**config.mk**
```make
export PLATFORM = sky130hd
export DESIGN_NAME = fetch_exec_sequencer
export DESIGN_NICKNAME = d
export VERILOG_FILES = /design/src/rtl/fetch_exec_sequencer.sv
export SDC_FILE = /design/constraint.sdc
export NUM_CORES = 1
export LEC_CHECK = 0
export CAP_MARGIN = 20
export CELL_PAD_IN_SITES_DETAIL_PLACEMENT = 1
export CELL_PAD_IN_SITES_GLOBAL_PLACEMENT = 1
export CORE_MARGIN = 5
export CORE_UTILIZATION = 37
export CTS_BUF_LIST = sky130_fd_sc_hd__clkbuf_16
export CTS_CLUSTER_SIZE = 8
export DETAILED_ROUTE_END_ITERATION = 6
export PLACE_DENSITY = 0.91
export SLEW_MARGIN = 20
export SYNTH_ARGS = -nofsm -noshare
export SYNTH_HDL_FRONTEND = slang
export SYNTH_SLANG_ARGS = --single-unit
```
**constraint.sdc**
```tcl
create_clock -name Clock -period 4 [get_ports Clock]
set_clock_uncertainty 0.1 [all_clocks]
set_input_delay 0.6 -clock Clock [delete_from_list [all_inputs] [get_ports Clock]]
set_output_delay 0.6 -clock Clock [all_outputs]
set_load 0.01 [all_outputs]
```
**src/rtl/fetch_exec_sequencer.sv**
```systemverilog
// Control-step sequencer for Datapath_P2: fetch T0-T2, per-opcode execute T3-T7, memory stalls.
// Define SEQ_SINGLE_STEP_EN to pause after every instruction until a step_in pulse.
module fetch_exec_sequencer #(
  parameter int IR_W = 32,
  parameter int OPC_W = 5,
  parameter int STEP_W = 4,
  parameter logic [OPC_W-1:0] OPC_ADD = OPC_W'(5'b00011)
) (
  input  logic              Clock,
  input  logic              Clear,
  input  logic              run_in,
  input  logic              step_in,
  input  logic [IR_W-1:0]   IR,
  input  logic              CON_FF,
  input  logic              mem_ready,
  output logic [22:0]       ctrl,
  output logic [OPC_W-1:0]  alu_op,
  output logic [STEP_W-1:0] step_cnt,
  output logic              run,
  output logic              illegal_op
);

  localparam logic [22:0] PC_OUT   = 23'd1 << 0;
  localparam logic [22:0] Z_LOW    = 23'd1 << 2;
  localparam logic [22:0] MDR_OUT  = 23'd1 << 3;
  localparam logic [22:0] IN_PORT  = 23'd1 << 4;
  localparam logic [22:0] C_OUT    = 23'd1 << 5;
  localparam logic [22:0] BA_OUT   = 23'd1 << 6;
  localparam logic [22:0] R_OUT    = 23'd1 << 7;
  localparam logic [22:0] MAR_IN   = 23'd1 << 8;
  localparam logic [22:0] Z_IN     = 23'd1 << 9;
  localparam logic [22:0] PC_IN    = 23'd1 << 10;
  localparam logic [22:0] MDR_IN   = 23'd1 << 11;
  localparam logic [22:0] IR_IN    = 23'd1 << 12;
  localparam logic [22:0] Y_IN     = 23'd1 << 13;
  localparam logic [22:0] OUT_PORT = 23'd1 << 14;
  localparam logic [22:0] R_IN     = 23'd1 << 15;
  localparam logic [22:0] CON_IN   = 23'd1 << 16;
  localparam logic [22:0] INC_PC   = 23'd1 << 17;
  localparam logic [22:0] READ     = 23'd1 << 18;
  localparam logic [22:0] WRITE    = 23'd1 << 19;
  localparam logic [22:0] GRA      = 23'd1 << 20;
  localparam logic [22:0] GRB      = 23'd1 << 21;
  localparam logic [22:0] GRC      = 23'd1 << 22;

  localparam logic [22:0] FETCH_T0 = PC_OUT | MAR_IN | INC_PC | Z_IN;

  localparam logic [OPC_W-1:0] OP_LD   = OPC_W'(5'b00000);
  localparam logic [OPC_W-1:0] OP_ST   = OPC_W'(5'b00010);
  localparam logic [OPC_W-1:0] OP_ADD  = OPC_W'(5'b00011);
  localparam logic [OPC_W-1:0] OP_SUB  = OPC_W'(5'b00100);
  localparam logic [OPC_W-1:0] OP_AND  = OPC_W'(5'b00101);
  localparam logic [OPC_W-1:0] OP_OR   = OPC_W'(5'b00110);
  localparam logic [OPC_W-1:0] OP_ADDI = OPC_W'(5'b01100);
  localparam logic [OPC_W-1:0] OP_BR   = OPC_W'(5'b10010);
  localparam logic [OPC_W-1:0] OP_JR   = OPC_W'(5'b10011);
  localparam logic [OPC_W-1:0] OP_IN   = OPC_W'(5'b10101);
  localparam logic [OPC_W-1:0] OP_OUT  = OPC_W'(5'b10110);
  localparam logic [OPC_W-1:0] OP_NOP  = OPC_W'(5'b11001);
  localparam logic [OPC_W-1:0] OP_HALT = OPC_W'(5'b11010);

`ifdef SEQ_SINGLE_STEP_EN
  typedef enum logic [1:0] {S_IDLE, S_STEP, S_HALT, S_PAUSE} state_t;
`else
  typedef enum logic [1:0] {S_IDLE, S_STEP, S_HALT} state_t;
`endif

  state_t           state;
  logic [2:0]       step;
  logic [2:0]       nxt_step;
  logic [OPC_W-1:0] opc_q;
  logic [OPC_W-1:0] ir_opc;
  logic [OPC_W-1:0] cur_opc;
  logic             stall;
  logic             unused_bits;

  function automatic logic is_alu(input logic [OPC_W-1:0] opc);
    return (opc == OP_ADD) || (opc == OP_SUB) || (opc == OP_AND) || (opc == OP_OR);
  endfunction

  function automatic logic is_legal(input logic [OPC_W-1:0] opc);
    return is_alu(opc) || (opc == OP_ADDI) || (opc == OP_LD) || (opc == OP_ST) ||
           (opc == OP_BR) || (opc == OP_JR) || (opc == OP_IN) || (opc == OP_OUT) ||
           (opc == OP_NOP) || (opc == OP_HALT);
  endfunction

  // Illegal opcodes behave like a one-step execute that drives nothing.
  function automatic logic is_last(input logic [2:0] s, input logic [OPC_W-1:0] opc);
    logic last;
    last = 1'b0;
    case (s)
      3'd2: last = (opc == OP_NOP);
      3'd3: last = (opc == OP_JR) || (opc == OP_IN) || (opc == OP_OUT) ||
                   (opc == OP_HALT) || !is_legal(opc);
      3'd5: last = is_alu(opc) || (opc == OP_ADDI);
      3'd6: last = (opc == OP_BR);
      3'd7: last = (opc == OP_LD) || (opc == OP_ST);
      default: last = 1'b0;
    endcase
    return last;
  endfunction

  function automatic logic [22:0] step_ctrl(input logic [2:0] s, input logic [OPC_W-1:0] opc,
                                            input logic con);
    logic [22:0] c;
    c = '0;
    if (s == 3'd0) c = FETCH_T0;
    else if (s == 3'd1) c = Z_LOW | PC_IN | READ | MDR_IN;
    else if (s == 3'd2) c = MDR_OUT | IR_IN;
    else if (is_alu(opc) || opc == OP_ADDI) begin
      case (s)
        3'd3: c = GRB | R_OUT | Y_IN;
        3'd4: c = (opc == OP_ADDI) ? (C_OUT | Z_IN) : (GRC | R_OUT | Z_IN);
        3'd5: c = Z_LOW | GRA | R_IN;
        default: c = '0;
      endcase
    end else if (opc == OP_LD || opc == OP_ST) begin
      case (s)
        3'd3: c = GRB | BA_OUT | Y_IN;
        3'd4: c = C_OUT | Z_IN;
        3'd5: c = Z_LOW | MAR_IN;
        3'd6: c = (opc == OP_LD) ? (READ | MDR_IN) : (GRA | R_OUT | MDR_IN);
        3'd7: c = (opc == OP_LD) ? (MDR_OUT | GRA | R_IN) : WRITE;
        default: c = '0;
      endcase
    end else if (opc == OP_BR) begin
      case (s)
        3'd3: c = GRA | R_OUT | CON_IN;
        3'd4: c = PC_OUT | Y_IN;
        3'd5: c = C_OUT | Z_IN;
        3'd6: c = con ? (Z_LOW | PC_IN) : '0;
        default: c = '0;
      endcase
    end else if (s == 3'd3) begin
      case (opc)
        OP_JR:   c = GRA | R_OUT | PC_IN;
        OP_IN:   c = IN_PORT | GRA | R_IN;
        OP_OUT:  c = GRA | R_OUT | OUT_PORT;
        default: c = '0;
      endcase
    end
    return c;
  endfunction

  assign ir_opc   = IR[IR_W-1 -: OPC_W];
  assign nxt_step = step + 3'd1;
  assign step_cnt = STEP_W'(step);

`ifdef SEQ_SINGLE_STEP_EN
  assign unused_bits = ^IR[IR_W-OPC_W-1:0];
`else
  assign unused_bits = ^{IR[IR_W-OPC_W-1:0], step_in};
`endif

  // The opcode is taken live from IR only on the T2->T3 edge; later steps use the latched copy.
  always_comb begin
    cur_opc = (step == 3'd2) ? ir_opc : opc_q;
    stall   = ((ctrl & (READ | WRITE)) != '0) && !mem_ready;
  end

  always_ff @(posedge Clock or negedge Clear) begin
    if (!Clear) begin
      state      <= S_IDLE;
      step       <= 3'd0;
      opc_q      <= '0;
      ctrl       <= '0;
      alu_op     <= OPC_ADD;
      run        <= 1'b0;
      illegal_op <= 1'b0;
    end else begin
      illegal_op <= 1'b0;
      case (state)
        S_IDLE: begin
          if (run_in) begin
            state  <= S_STEP;
            run    <= 1'b1;
            step   <= 3'd0;
            ctrl   <= FETCH_T0;
            alu_op <= OPC_ADD;
          end
        end
        S_STEP: begin
          if (!stall) begin
            if (step == 3'd2) opc_q <= ir_opc;
            if (is_last(step, cur_opc)) begin
              step   <= 3'd0;
              alu_op <= OPC_ADD;
              if (cur_opc == OP_HALT) begin
                state <= S_HALT;
                run   <= 1'b0;
                ctrl  <= '0;
              end else begin
`ifdef SEQ_SINGLE_STEP_EN
                state <= S_PAUSE;
                ctrl  <= '0;
`else
                ctrl  <= FETCH_T0;
`endif
              end
            end else begin
              step       <= nxt_step;
              ctrl       <= step_ctrl(nxt_step, cur_opc, CON_FF);
              alu_op     <= (nxt_step == 3'd4 && is_alu(cur_opc)) ? cur_opc : OPC_ADD;
              illegal_op <= (nxt_step == 3'd3) && !is_legal(cur_opc);
            end
          end
        end
        S_HALT: begin
          state <= S_HALT;
        end
`ifdef SEQ_SINGLE_STEP_EN
        S_PAUSE: begin
          if (step_in) begin
            state <= S_STEP;
            step  <= 3'd0;
            ctrl  <= FETCH_T0;
          end
        end
`endif
        default: begin
          state <= S_IDLE;
          run   <= 1'b0;
          ctrl  <= '0;
        end
      endcase
    end
  end

endmodule

```
# After elaboration in Yosys (flattened, before gate mapping)
# Cells that the tools add are included.
# word_totals
register_bits,40
latch_bits,0
ramBits,0
mem_bits_ro,0
in_bits,38
out_inout_bits,34
elab_cells,118
n_memories,0
# classes
add_sub_neg,1
mul,0
n_div,0
order_cmp,0
eq_ne,30
shift,0
muxes,46
n_bitwise,2
reduce_logical,32
# op_table
op,n
2-to-1 mux 23 bit,10
one-hot mux 23 bit (3 select lines),2
one-hot mux 22 bit (5 select lines),1
one-hot mux 21 bit (4 select lines),1
2-to-1 mux 21 bit,3
one-hot mux 21 bit (3 select lines),1
"equality test 5 bit, second input constant",6
2-to-1 mux 5 bit,5
nonzero test 23 bit,1
"equality test 3 bit, second input constant",7
2-to-1 mux 18 bit,1
logical OR 1 bit,17
"equality test 5 x 3 -> 1 bit, second input constant",3
"equality test 3 x 2 -> 1 bit, second input constant",4
2-to-1 mux 11 bit,1
"equality test 5 x 2 -> 1 bit, second input constant",2
one-hot mux 5 bit (2 select lines),1
2-to-1 mux 1 bit,9
2-to-1 mux 3 bit,3
2-to-1 mux 2 bit,4
"!= test 2 bit, second input constant",4
one-hot mux 2 bit (3 select lines),1
one-hot mux 3 bit (2 select lines),1
AND reduction 3 bit,2
17 further kinds,21

# Logic depth before layout (Yosys ltp)
# Gate-level depths: netlist of run 1.
# logic_depth
word_depth,23
mapped_depth,13
ltp_nobuf,9

# Least setup slack after synthesis of run 1
# Ideal clock, no wire load.
# synth_path
path_kind,reg2reg
start,register step[0]
end,register alu_op[2]
setup_ps,68
arrival_ps,2769
required_ps,3832
slack_ps,1063
path_stages_with_launch,13
n_path_buf,4
period_less_slack_ps,2937
path_cell_list,dfrtp_1 > inv_1 > ha_1 > buf_4 > nand2b_4 > buf_6 > buf_6 > mux2_4 > nor4_4 > o221ai_4 > a211oi_4 > buf_6 > a32o_1
# synth_between
elab_chain_len,23
elab_cells_between_ends,47
classes_between,add/sub (1); eq/ne (18); mux (8); reduce/logical (20)
# synth_lines
item,line_no,source
start: declaration,69,logic [2:0] step;
start signal: assignment,201,step <= nxt_step;
equality test 3 x 2 -> 1 bit,"91, 157",
2-to-1 mux 5 bit,-,
equality test 5 x 2 -> 1 bit or equality test 5 x 3 -> 1 bit (tied branches),78,return (opc == OP_ADD) || (opc == OP_SUB) || (opc == OP_AND) || (opc == OP_OR);
logical OR 1 bit (3 in series),78,
logical OR 1 bit,"82, 95",
logical OR 1 bit (3 in series),82,return is_alu(opc) || (opc == OP_ADDI) || (opc == OP_LD) || (opc == OP_ST) ||
logical OR 1 bit (4 in series),83,(opc == OP_BR) || (opc == OP_JR) || (opc == OP_IN) || (opc == OP_OUT) ||
logical OR 1 bit,84,(opc == OP_NOP) || (opc == OP_HALT);
logical NOT 1 bit,94,(opc == OP_HALT) || !is_legal(opc);
logical OR 1 bit,94,
one-hot mux 1 bit (5 select lines),91,case (s)
2-to-1 mux 1 bit,183,if (!stall) begin
2-to-1 mux 1 bit,172,case (state)
2-to-1 mux 5 bit *,185,"if (is_last(step, cur_opc)) begin"
2-to-1 mux 5 bit *,183,
one-hot mux 5 bit (2 select lines) *,172,
end signal: assignment,203,alu_op <= (nxt_step == 3'd4 && is_alu(cur_opc)) ? cur_opc : OPC_ADD;
end: declaration,17,"output logic [OPC_W-1:0] alu_op,"
# Every way passes the cells marked *; elsewhere a longest branch is shown, timed or not. The select of a mux whose other input is x is not followed.
# A chain may end at the register's enable or synchronous reset.

# Worst setup path after layout of run 1
# layout_path
start,register step[0]
end,register ctrl[9]
# layout_between
elab_chain_len,23
elab_cells_between_ends,63
classes_between,add/sub (1); eq/ne (24); mux (18); reduce/logical (20)
# layout_lines
item,line_no,source
equality test 3 x 2 -> 1 bit,"91, 157",
2-to-1 mux 5 bit,-,
equality test 5 x 2 -> 1 bit or equality test 5 x 3 -> 1 bit (tied branches),78,
logical OR 1 bit (3 in series),78,
logical OR 1 bit,"82, 95, 110",
logical OR 1 bit (3 in series),82,
logical OR 1 bit (4 in series),83,
logical OR 1 bit,84,
logical NOT 1 bit,94,
logical OR 1 bit,94,
one-hot mux 1 bit (5 select lines),91,
2-to-1 mux 1 bit,183,
2-to-1 mux 1 bit,172,
2-to-1 mux 23 bit *,185,
2-to-1 mux 23 bit *,183,
one-hot mux 23 bit (3 select lines) *,172,
end signal: assignment,202,"ctrl <= step_ctrl(nxt_step, cur_opc, CON_FF);"
end: declaration,16,"output logic [22:0] ctrl,"
# Marked as above.

==> results.md, run 1 <==
* IO Port Bufs at 41
* Number of CTS-inserted buffers at 5
* Starting density of the core at 37.83%
* Via count at 2610
* CP startpoint kind: flip-flop
* Post-synth ARST share at 100.0%
* Critical path capture point type: flip-flop
* Synthesized instance count at 302
* CP arrival at 3.57 ns
* Commonest non-fill, non-tap cells in the layout: clkdlybuf4s50_1, dfrtp_1, nand2_1
* Synth cell types at 60
* Crit path largest cell delay at 0.50 ns
* Global-route wire length before repair at 13920 µm
* DP Wirelength at 6276 µm
* Fillers at 864
* Global route overflow at 0
* Simple-Gate Fraction of Synth Area at 20.22%
* Wire length per cell at 19.95 µm
* Post-synthesis mux area share at 6.144%
* Post-synth EDFFs at 0
* Layout Utilization at 46.86%
* Post-synth top area share at 33.93%
* Fin nets at 385
* Pre-antenna DRT Iters at 4
* WP buf/inv at 1
* Setup WS post-layout at 0.4517 ns
* Met2 wire len at 4321 µm
* WL met3 at 476 µm
* Syn Std Cell Area at 2729 µm²
* Mean post-synth cell area at 9.036 µm²
* Critical path class: reg -> reg
* Worst-path cell chain: inv_1 > ha_1 > nand2b_4 > mux2_2 > a211oi_1 > nor4_4 > o221a_2 > o21ai_0 > a211oi_1
* Hold buffer count at CTS at 0
* Core Box Area at 7214 µm²
* Post-CTS Repair Setup Buffers at 0
* Reg2Reg Setup Slack at 0.45 ns
* Top Metal Used: met4
* Fin. max-slew vios at 0
* Compound-Gate Fraction of Synth Area at 26.13%
* Power Density at 733.4 nW/µm²
* Register area share after synthesis at 35.86%
* Final min period at 3.548 ns
* Synth Area in XOR/XNOR at 0.3210%
* Slew @ Worst Pin at 0.8622 ns
* Commonest non-fill, non-tap cell in the layout: clkdlybuf4s50_1
* Antenna viol nets, final at 0
* Maximum vdd drop at 311.8 µV
* Antenna violations before repair at 0
* Clk sinks at 39
* # DRC at 0
* CTS tree: built
* Global-route total usage across every layer at 19.29%
* Number of global-route vias before repair at 2708
* Post_cts resized at 0
* Worst EP required at 4.03 ns
* Layout cells sized above 1 at 10.39%
* Max Cap Viol at 0
* Clk buf depth at 2
* Clk Latency, worst-skew pair at 0.28 ns
* Slowest-stage cell, CP: dfrtp_1
* Die Y at 95.88 µm
* RSZ-0062 raised after global routing: false
* Synth Warn # at 0
* Clk pin slew, worst setup/hold paths at 0.06 ns
* Most common cell on crit path: a211oi_1
* CTS H-Tree Depth at 2
* Root Driver: clkbuf_16
* Largest family of logic cells by synthesized area: compound AO/OA/AOI/OAI gates
* Crit share post-route at 88.71%
* DIE AREA at 9193 µm²
* Top FF cell, synth: dfrtp_1
* FP Rows at 31
* Largest net degree at the start of global routing at 40
* CP Max Fanout at 27
* Iteration-0 DRC Markers at 190
* Post-Route WL at 8698 µm
* Pre-CTS WS at 0.5460 ns
* Vias/cell at 5.986
* FMAX at 281.8 MHz
* Setup TNS at 0 ns
* Leakage power at 1.436 nW
* Cell taking the most area after synthesis: dfrtp_1
* Post-synthesis adder-cell area fraction at 5.044%
* Hold Vio Cnt, Final at 0
* Hold WC Path Type: in -> async
* Antenna diodes at 0
* Yosys reg bits at 39
* Max-slew headroom at 42.52%
* IO Count at 72
* Ranking of synthesized cells by area: dfrtp_1, ha_1, nand2_1
* Setup violators final at 0
* DRT met1 WL at 3688 µm
* Width of the die at 95.88 µm
* CP top delay family: compound AO/OA/AOI/OAI gates
* Status: finished, final reports clean
* Routability congestion estimate at 0.8932
* Syn-to-layout area delta at 23.89%
## cell type report
class / instances / area, µm² / area share [%]
clock buffers: 5 / 125.1 / 3.701
flip-flops and latches: 39 / 978.4 / 28.94
clock inverters: 3 / 63.81 / 1.887
repair buffers: 47 / 450.4 / 13.32
multi-input cells: 229 / 1587 / 46.93
well taps: 99 / 123.9 / 3.664
inverters: 14 / 52.55 / 1.554
## worst reg2reg max path, stage by stage (launching register included)
cell and delay [ns]:
dfrtp_1 0.50, inv_1 0.13, ha_1 0.39, nand2b_4 0.39
mux2_2 0.49, a211oi_1 0.39, nor4_4 0.10, o221a_2 0.26
o21ai_0 0.48, a211oi_1 0.17
## per-layer routing
| metal | up-vias | global-route usage, % |
|---|---|---|
| met4 | 0 | 6.991 |
| met2 | 90 | 32.02 |
| met1 | 1303 | 25.04 |
| met3 | 18 | 3.440 |
| li1 | 1199 | - |
| met5 | - | 0 |
## final timing paths
kind / end / cells past startpoint / start
max: ctrl[9]$_DFFE_PN0P_ / 9 / step[0]$_DFFE_PN0P_
min: illegal_op$_DFF_PN0_ / 1 / Clear
max reg2reg: ctrl[9]$_DFFE_PN0P_ / 9 / step[0]$_DFFE_PN0P_
min reg2reg: alu_op[0]$_DFFE_PN1P_ / 2 / alu_op[0]$_DFFE_PN1P_
max in group asynchronous: alu_op[2]$_DFFE_PN0P_ / 1 / Clear
min in group Clock: alu_op[0]$_DFFE_PN1P_ / 2 / alu_op[0]$_DFFE_PN1P_
## logic make-up after synthesis
logic type	Yosys count
simple gates	105
compound gates	95
flops	39
buf+inv	35
mux	15
fa+ha+maj	11
other cells	1
xor+xnor	1
## cell usage after synthesis, types with 7 or more instances
cell,instances
a211oi_1,7
a21oi_1,14
a32o_1,12
clkbuf_1,13
dfrtp_1,37
ha_1,11
inv_1,14
mux2i_1,8
nand2_1,34
nand3_1,8
nor2_1,23
o21ai_0,15
## through the flow
step	hold WS (ns)	cells	instance area, µm²	power [W]
6_report	0.3259	436	3381	0.002479
5_1_grt	0.3900	436	3381	0.002627
4_1_cts	0.3663	436	3381	0.002470
3_5_place_dp	0.3524	428	3192	0.001934
3_3_place_gp	0.3506	428	3192	0.001867
2_1_floorplan	0.2044	303	2733	0.001479
## sequential cells by signal, indices dropped and copies added, names as in the netlist
signal / cells
illegal_op: 1
alu_op: 5
opc_q: 5
run: 1
ctrl: 22
state: 2
step: 3
## power by group
group / switching [W] / internal [W] / total (W)
Sequential: 0.0000900 / 0.000478 / 0.000568
Clock: 0.000155 / 0.000355 / 0.000509
Combinational: 0.000876 / 0.000526 / 0.00140
Note: power is estimated with default switching activity, not from simulation.
==> inputs of run 2 (changes only) <==
--- a/config.mk
+++ b/config.mk
@@ -18,3 +18,4 @@
 export SYNTH_ARGS = -nofsm -noshare
 export SYNTH_HDL_FRONTEND = slang
 export SYNTH_SLANG_ARGS = --single-unit
+export TNS_END_PERCENT = 20
==> results of run 2 <==
Final layout, timing and power as in run 1 (identical DEF).
